===== src/rtl/synth_voice_pkg.sv =====
// Shared types and constants for the voice allocator and its age tracker.
package synth_voice_pkg;

   typedef enum logic [1:0] {
      NOTE_ON  = 2'd0,
      NOTE_OFF = 2'd1,
      CTRL     = 2'd2
   } ev_type_t;

   typedef enum logic [1:0] {
      ST_IDLE   = 2'd0,
      ST_SCAN   = 2'd1,
      ST_COMMIT = 2'd2,
      ST_SWEEP  = 2'd3
   } va_state_t;

   localparam logic [6:0] CC_SUSTAIN       = 7'd64;
   localparam logic [6:0] CC_ALL_NOTES_OFF = 7'd123;
   localparam logic [7:0] KEY_NONE         = 8'hFF;

   // Voice event payload sent to synth_engine (slot index travels separately
   // because its width depends on the VOICES parameter).
   typedef struct packed {
      logic [7:0] key;
      logic [6:0] vel;
      logic       gate;
      logic       steal;
   } vo_event_t;

   // MIDI keys are 7 bits; stored keys are 8 bits so KEY_NONE never matches.
   function automatic logic [7:0] key_of(input logic [6:0] k);
      return {1'b0, k};
   endfunction

endpackage


===== src/rtl/voice_age_tracker.sv =====
// Per-slot saturating age counters; reports the oldest gated slot.
module voice_age_tracker
   import synth_voice_pkg::*;
#(
   parameter int VOICES  = 8,
   parameter int V_WIDTH = $clog2(VOICES),
   parameter int AGE_W   = 8
) (
   input  logic               i_clk,
   input  logic               i_rst,
   input  logic               i_bump,
   input  logic [V_WIDTH-1:0] i_slot,
   input  logic [VOICES-1:0]  i_gated,
   output logic [V_WIDTH-1:0] o_oldest,
   output logic               o_any
);

   localparam logic [AGE_W-1:0] AGE_MAX = '1;

   logic [VOICES-1:0][AGE_W-1:0] r_age;
   logic [AGE_W-1:0]             w_best;

   // A new gate-on makes its slot youngest and ages every other gated slot.
   always_ff @(posedge i_clk) begin
      if (i_rst) begin
         r_age <= '0;
      end else if (i_bump) begin
         for (int i = 0; i < VOICES; i++) begin
            if (V_WIDTH'(i) == i_slot)
               r_age[i] <= '0;
            else if (i_gated[i] && (r_age[i] != AGE_MAX))
               r_age[i] <= r_age[i] + AGE_W'(1);
         end
      end
   end

   // Oldest gated slot; strict compare keeps the lowest index on ties.
   always_comb begin
      o_any    = 1'b0;
      o_oldest = '0;
      w_best   = '0;
      for (int i = 0; i < VOICES; i++) begin
         if (i_gated[i] && (!o_any || (r_age[i] > w_best))) begin
            o_any    = 1'b1;
            w_best   = r_age[i];
            o_oldest = V_WIDTH'(i);
         end
      end
   end

endmodule


===== src/rtl/voice_allocator.sv =====
// Polyphonic voice allocator: MIDI channel events in, per-slot gate events out.
module voice_allocator
   import synth_voice_pkg::*;
#(
   parameter int VOICES  = 8,
   parameter int V_WIDTH = $clog2(VOICES),
   parameter int AGE_W   = 8
) (
   input  logic               reg_clk,
   input  logic               reset_reg,
   input  logic [3:0]         cfg_chan,
   input  logic               cfg_omni,
   input  logic [VOICES-1:0]  voice_free,
   input  logic               ev_valid,
   output logic               ev_ready,
   input  ev_type_t           ev_type,
   input  logic [3:0]         ev_chan,
   input  logic [6:0]         ev_data1,
   input  logic [6:0]         ev_data2,
   output logic               vo_valid,
   output logic [V_WIDTH-1:0] vo_slot,
   output logic [7:0]         vo_key,
   output logic [6:0]         vo_vel,
   output logic               vo_gate,
   output logic               vo_steal,
   output logic [VOICES-1:0]  keys_on,
   output logic [V_WIDTH:0]   active_keys
);

   localparam logic [V_WIDTH-1:0] LAST_IDX = V_WIDTH'(VOICES - 1);
   localparam logic [V_WIDTH:0]   ONE_CNT  = (V_WIDTH+1)'(1);

   va_state_t                 r_state, w_state_nxt;
   logic [V_WIDTH-1:0]        r_idx;
   logic [6:0]                r_key, r_vel;
   logic                      r_on;
   logic                      r_match_hit, r_free_hit;
   logic [V_WIDTH-1:0]        r_match_slot, r_free_slot;
   logic                      r_sus_pedal, r_sweep_all;
   logic [VOICES-1:0]         r_sustained, r_keys_on;
   logic [VOICES-1:0][7:0]    r_key_val;
   logic [V_WIDTH:0]          r_active;
   logic                      r_vo_valid;
   logic [V_WIDTH-1:0]        r_vo_slot;
   vo_event_t                 r_vo;

   logic                      w_chan_ok, w_is_on, w_is_off, w_pedal_rel, w_all_off;
   logic                      w_last, w_any_gated, w_steal, w_tgt_gated, w_sw_hit, w_bump;
   logic [V_WIDTH-1:0]        w_oldest, w_tgt_slot;

   assign w_chan_ok   = cfg_omni || (ev_chan == cfg_chan);
   assign w_is_on     = (ev_type == NOTE_ON) && (ev_data2 != 7'd0);
   assign w_is_off    = (ev_type == NOTE_OFF) || ((ev_type == NOTE_ON) && (ev_data2 == 7'd0));
   assign w_pedal_rel = (ev_type == CTRL) && (ev_data1 == CC_SUSTAIN) && (ev_data2 < 7'd64) && r_sus_pedal;
   assign w_all_off   = (ev_type == CTRL) && (ev_data1 == CC_ALL_NOTES_OFF);
   assign w_last      = (r_idx == LAST_IDX);

   // Slot choice: retrigger, then free slot, then steal the oldest held slot.
   // With nothing free and nothing held (all slots releasing) slot 0 is reused
   // without counting as a steal.
   assign w_steal     = r_on && !r_match_hit && !r_free_hit && w_any_gated;
   assign w_tgt_slot  = r_match_hit ? r_match_slot :
                        r_free_hit  ? r_free_slot  :
                        w_any_gated ? w_oldest     : '0;
   assign w_tgt_gated = r_keys_on[w_tgt_slot];
   assign w_sw_hit    = r_keys_on[r_idx] && (r_sweep_all || r_sustained[r_idx]);
   assign w_bump      = (r_state == ST_COMMIT) && r_on;

   voice_age_tracker #(.VOICES(VOICES), .V_WIDTH(V_WIDTH), .AGE_W(AGE_W)) u_age (
      .i_clk    (reg_clk),
      .i_rst    (reset_reg),
      .i_bump   (w_bump),
      .i_slot   (w_tgt_slot),
      .i_gated  (r_keys_on),
      .o_oldest (w_oldest),
      .o_any    (w_any_gated)
   );

   // State register.
   always_ff @(posedge reg_clk) begin
      if (reset_reg) r_state <= ST_IDLE;
      else           r_state <= w_state_nxt;
   end

   // Next-state and handshake; filtered or single-cycle events stay in IDLE.
   always_comb begin
      w_state_nxt = r_state;
      ev_ready    = 1'b0;
      case (r_state)
         ST_IDLE: begin
            ev_ready = 1'b1;
            if (ev_valid && w_chan_ok) begin
               if (w_is_on || w_is_off)         w_state_nxt = ST_SCAN;
               else if (w_pedal_rel || w_all_off) w_state_nxt = ST_SWEEP;
            end
         end
         ST_SCAN:   if (w_last) w_state_nxt = ST_COMMIT;
         ST_COMMIT: w_state_nxt = ST_IDLE;
         ST_SWEEP:  if (w_last) w_state_nxt = ST_IDLE;
         default:   w_state_nxt = ST_IDLE;
      endcase
   end

   // Event latch, slot scan, commit and sweep datapath.
   always_ff @(posedge reg_clk) begin
      if (reset_reg) begin
         r_idx        <= '0;
         r_key        <= '0;
         r_vel        <= '0;
         r_on         <= 1'b0;
         r_match_hit  <= 1'b0;
         r_free_hit   <= 1'b0;
         r_match_slot <= '0;
         r_free_slot  <= '0;
         r_sus_pedal  <= 1'b0;
         r_sweep_all  <= 1'b0;
         r_sustained  <= '0;
         r_keys_on    <= '0;
         r_key_val    <= {VOICES{KEY_NONE}};
         r_active     <= '0;
         r_vo_valid   <= 1'b0;
         r_vo_slot    <= '0;
         r_vo         <= '0;
      end else begin
         r_vo_valid <= 1'b0;
         case (r_state)
            ST_IDLE: begin
               if (ev_valid && w_chan_ok) begin
                  r_key       <= ev_data1;
                  r_vel       <= ev_data2;
                  r_on        <= w_is_on;
                  r_idx       <= '0;
                  r_match_hit <= 1'b0;
                  r_free_hit  <= 1'b0;
                  if (ev_type == CTRL && ev_data1 == CC_SUSTAIN) begin
                     if (ev_data2 >= 7'd64) begin
                        r_sus_pedal <= 1'b1;
                     end else if (r_sus_pedal) begin
                        r_sus_pedal <= 1'b0;
                        r_sweep_all <= 1'b0;
                     end
                  end else if (w_all_off) begin
                     r_sus_pedal <= 1'b0;
                     r_sustained <= '0;
                     r_sweep_all <= 1'b1;
                  end
               end
            end
            ST_SCAN: begin
               if (!w_last) r_idx <= r_idx + V_WIDTH'(1);
               if (!r_match_hit && (r_key_val[r_idx] == key_of(r_key))) begin
                  r_match_hit  <= 1'b1;
                  r_match_slot <= r_idx;
               end
               if (!r_free_hit && voice_free[r_idx] && !r_keys_on[r_idx]) begin
                  r_free_hit  <= 1'b1;
                  r_free_slot <= r_idx;
               end
            end
            ST_COMMIT: begin
               if (r_on) begin
                  r_key_val[w_tgt_slot]   <= key_of(r_key);
                  r_keys_on[w_tgt_slot]   <= 1'b1;
                  r_sustained[w_tgt_slot] <= 1'b0;
                  if (!w_tgt_gated) r_active <= r_active + ONE_CNT;
                  r_vo_valid <= 1'b1;
                  r_vo_slot  <= w_tgt_slot;
                  r_vo       <= '{key: key_of(r_key), vel: r_vel, gate: 1'b1, steal: w_steal};
               end else if (r_match_hit) begin
                  if (r_sus_pedal) begin
                     r_sustained[r_match_slot] <= 1'b1;
                  end else begin
                     r_keys_on[r_match_slot]   <= 1'b0;
                     r_key_val[r_match_slot]   <= KEY_NONE;
                     r_sustained[r_match_slot] <= 1'b0;
                     if (r_keys_on[r_match_slot]) r_active <= r_active - ONE_CNT;
                     r_vo_valid <= 1'b1;
                     r_vo_slot  <= r_match_slot;
                     r_vo       <= '{key: KEY_NONE, vel: r_vel, gate: 1'b0, steal: 1'b0};
                  end
               end
            end
            ST_SWEEP: begin
               if (!w_last) r_idx <= r_idx + V_WIDTH'(1);
               r_sustained[r_idx] <= 1'b0;
               if (w_sw_hit) begin
                  r_keys_on[r_idx] <= 1'b0;
                  r_key_val[r_idx] <= KEY_NONE;
                  r_active         <= r_active - ONE_CNT;
                  r_vo_valid       <= 1'b1;
                  r_vo_slot        <= r_idx;
                  r_vo             <= '{key: KEY_NONE, vel: 7'd0, gate: 1'b0, steal: 1'b0};
               end
            end
            default: ;
         endcase
      end
   end

   assign vo_valid    = r_vo_valid;
   assign vo_slot     = r_vo_slot;
   assign vo_key      = r_vo.key;
   assign vo_vel      = r_vo.vel;
   assign vo_gate     = r_vo.gate;
   assign vo_steal    = r_vo.steal;
   assign keys_on     = r_keys_on;
   assign active_keys = r_active;

endmodule

===== config.mk =====
export PLATFORM = sky130hd
export DESIGN_NAME = voice_allocator
export DESIGN_NICKNAME = d
export VERILOG_FILES = /design/src/rtl/synth_voice_pkg.sv /design/src/rtl/voice_age_tracker.sv /design/src/rtl/voice_allocator.sv
export SDC_FILE = /design/constraint.sdc
export NUM_CORES = 1
export LEC_CHECK = 0
export CORE_MARGIN = 2
export CORE_UTILIZATION = 50
export DETAILED_ROUTE_END_ITERATION = 8
export PLACE_DENSITY_LB_ADDON = 0.15
export SLEW_MARGIN = 20
export SYNTH_ARGS = -nofsm -noshare
export SYNTH_HDL_FRONTEND = slang
export SYNTH_SLANG_ARGS = --single-unit

===== constraint.sdc =====
create_clock -name reg_clk -period 16.2 [get_ports reg_clk]
set_input_delay 2.43 -clock reg_clk [delete_from_list [all_inputs] [get_ports reg_clk]]
set_output_delay 2.43 -clock reg_clk [all_outputs]
set_load 0.05 [all_outputs]

==> results by group <==
Placement
  – Dpl cell area: 12500 sq um
  – Global placer's final weighted congestion: 0.911
  – Placed Cells: approximately 1700
  – Post-Place Setup Slack: 1.84 ns
  – Detailed placement HPWL: 22900 um
  – PortBufs: 69

Min path
  – Hold WC Path Type: reg2reg

Global routing
  – Overall fraction of global-route tracks in use: 0.265
  – First-pass GRT wire length: 52200 um
  – Number of global-route vias before repair: approximately 10000
  – Largest net degree at the start of global routing: 84
  – Antenna violations before repair: 0
  – Total grt overflow: 0

Timing
  – Tcrit/Tclk final: 0.876
  – Slew @ Worst Pin: between 1 and 1.5 ns
  – Final setup viols: 0
  – Tmin final: 14.19 ns
  – Max Clock Freq: 70.4 MHz
  – Worst hold margin: 0.455 ns
  – Slew margin rel.: 0.321
  – RSZ-0062 raised after global routing: no
  – Sum of negative setup slack: 0 ns
  – Setup ws final: ~2.0 ns
  – Final Slew Violations: 0
  – Final hold violations: 0
  – Setup Skew: 0.0220 ns

Synthesis
  – Sequential area share after synthesis: 0.341
  – Post-Synthesis Cells: ~1400
  – Synthesized area per cell: 8.35 sq um
  – Post-synth EDFFs: 0
  – Top_reg_cell synth: dfxtp_1
  – Synth Register Bits: between 150 and 200
  – Synth unique cells: between 70 and 80
  – Syn nets: 1501
  – Post-synth ARST share: 0
  – Mapped Area: 11700 sq um
  – Ys Warns: 0

Route
  – WL per Instance: 18.5 um
  – Vias per cell: approximately 6
  – Antenna-violating nets left: 0
  – TritonRoute pass-1 iters: 7
  – Routed WL: around 32000 um
  – Total number of vias: about 10000
  – Initial drt markers: 859
  – DRC violations left: 0

Power and ir drop
  – Overall power: 1.01 mW
  – Leakage power total: 4.76 nW
  – Peak supply drop: between 70 and 80 uV
  – P per Cell Area: slightly below 80 nW/um^2

CTS
  – Clk_lat worst skew: approximately 0.46 ns
  – CTS tree: built
  – TritonCTS sink count: 199
  – Setup Fix Bufs, Post-CTS: 0
  – Worst-case clock buffer depth: 2
  – Clock root buffer: clkbuf_16
  – Hold buffer count at cts: 0
  – Clock-pin slew on the worst setup and hold paths: 0.09 ns
  – Cts repair resizes: 0
  – CTS H-Tree Depth: 4
  – Total CTS buffers: 17

Worst setup path
  – Worst setup path class: reg2reg
  – Crit-path max cell delay: a little over 0.8 ns
  – CP dominant cell by count: ha_1
  – Crit path launch type: flip-flop
  – Worst Path Arrival: 14.54 ns
  – CP Capture Type: flip-flop
  – Worst EP required: between 15 and 20 ns
  – Critical Path Fanout Max: 19
  – Crit-path slowest cell: o211ai_1

Layout
  – Fin util: 0.576
  – NumNets Final: 1514
  – Post-route cell area: 13100 sq um
  – Area growth syn-to-layout: 12.5%
  – Layout cells sized above 1: 0.0689
  – # diodes: 0
  – Non-Filler Instances: 1736

Die
  – Num rows: 55
  – IO Pins: 70
  – DIE WIDTH: ~160 um
  – Die height: 157 um
  – Core Box Area: 22800 sq um
  – Area of the die: 24600 sq um
  – Initial core utilization: 0.512

Flow run
  – Max cap viols: 0

Run status
  – Status: finished clean
-- synth_stat cells, drive strengths merged (29+ instances only) --
cell     instances  area (sq um)
nor3            57           295
clkbuf          57           214
nand2          124           465
dfxtp          199          3980
nor2           159           602
buf             29           176
inv             51           191
nand3           32           160
a21oi          106           531
xnor2           43           377
ha              68           851
nand4           29           181
o21ai           42           218
a2bb2oi         51           447
mux2i           58           581
-- layout make-up --
| class | instances | area (sq um) |
|---|---|---|
| clock buffers | 17 | 425 |
| clock inverters | 15 | 239 |
| fillers | 2134 | 9650 |
| inverters | 52 | 195 |
| multi-input cells | 1060 | 7120 |
| flip-flops and latches | 199 | 3990 |
| well taps | 313 | 392 |
| repair buffers | 80 | 771 |
-- sequential cells by signal, indices dropped and copies added, names as in the netlist, 3 cells and up --
| signal | flops |
|---|---|
| r_free_slot | 3 |
| r_idx | 3 |
| vo_vel | 7 |
| keys_on | 8 |
| active_keys | 4 |
| vo_key | 8 |
| r_match_slot | 3 |
| vo_slot | 3 |
| r_key | 7 |
| r_key_val | 64 |
| r_vel | 7 |
| r_sustained | 8 |
| u_age.r_age | 64 |
-- critical path, delay by kind of cell, from the launching register on --
family	cells	cell delay, ns
simple gates	12	2.34
flops	1	0.72
buf+inv	3	0.42
compound gates	23	6.72
fa+ha+maj	7	2.16
mux	5	1.69
-- cells by family (layout without fill, tap and decap cells) --
| group | after synthesis | after routing | synth area share |
|---|---|---|---|
| muxes | 86 | 86 | 0.0787 |
| adders and majority gates | 68 | 68 | 0.0729 |
| AOI/OAI and AO/OA | 336 | 336 | 0.202 |
| DFF | 199 | 199 | 0.341 |
| xor gates and xnor gates | 68 | 68 | 0.0510 |
| buffers and inverters | 138 | 164 | 0.0502 |
| and+or+nand+nor | 502 | 502 | 0.204 |
-- final timing paths --
check,slack [ns],cells past startpoint,end,startpoint
min,0.46,2,vo_vel[3]$_SDFFE_PP0P_,vo_vel[3]$_SDFFE_PP0P_
max reg2reg,2.01,50,r_key_val[39]$_SDFFE_PP1P_,keys_on[0]$_SDFFE_PP0P_
min reg2reg,0.46,2,vo_vel[3]$_SDFFE_PP0P_,vo_vel[3]$_SDFFE_PP0P_
max,2.01,50,r_key_val[39]$_SDFFE_PP1P_,keys_on[0]$_SDFFE_PP0P_
-- power breakdown --
group	switching [mW]	total, mW	internal, mW	leakage (nW)
combinational	0.0295	0.0505	0.0210	2.84
clock	0.244	0.467	0.222	0.320
sequential	0.00455	0.496	0.491	1.61
-- layout by cell type, fill, tap and decap left out, types with 10 or more instances in the layout --
master,n
nor3_1,55
inv_1,51
dfxtp_1,197
nor2b_1,14
o211ai_1,10
a21oi_1,106
xnor2_1,43
a22oi_1,10
nor2_1,157
nor4_1,14
buf_4,12
ha_1,68
and3_1,20
nand2b_1,11
clkbuf_16,17
mux2i_1,58
mux2_2,26
and2_1,10
o21bai_1,11
nand4_1,29
nand3_1,32
nand2_1,124
xor2_1,25
a2bb2oi_1,51
clkdlybuf4s50_1,68
a21o_1,11
o21ai_0,40
-- routing by layer --
metal / track usage / wire, um / vias up / share of wire
li1: - / - / 5085 / -
met1: 0.351 / 14500 / 4932 / 0.45
met2: 0.435 / 15000 / 332 / 0.47
met3: 0.0443 / 1730 / 67 / 0.054
met4: 0.0935 / 1010 / 0 / 0.031
met5: 0 / 0 / - / 0
No activity file was read; power rests on OpenSTA's default activity.
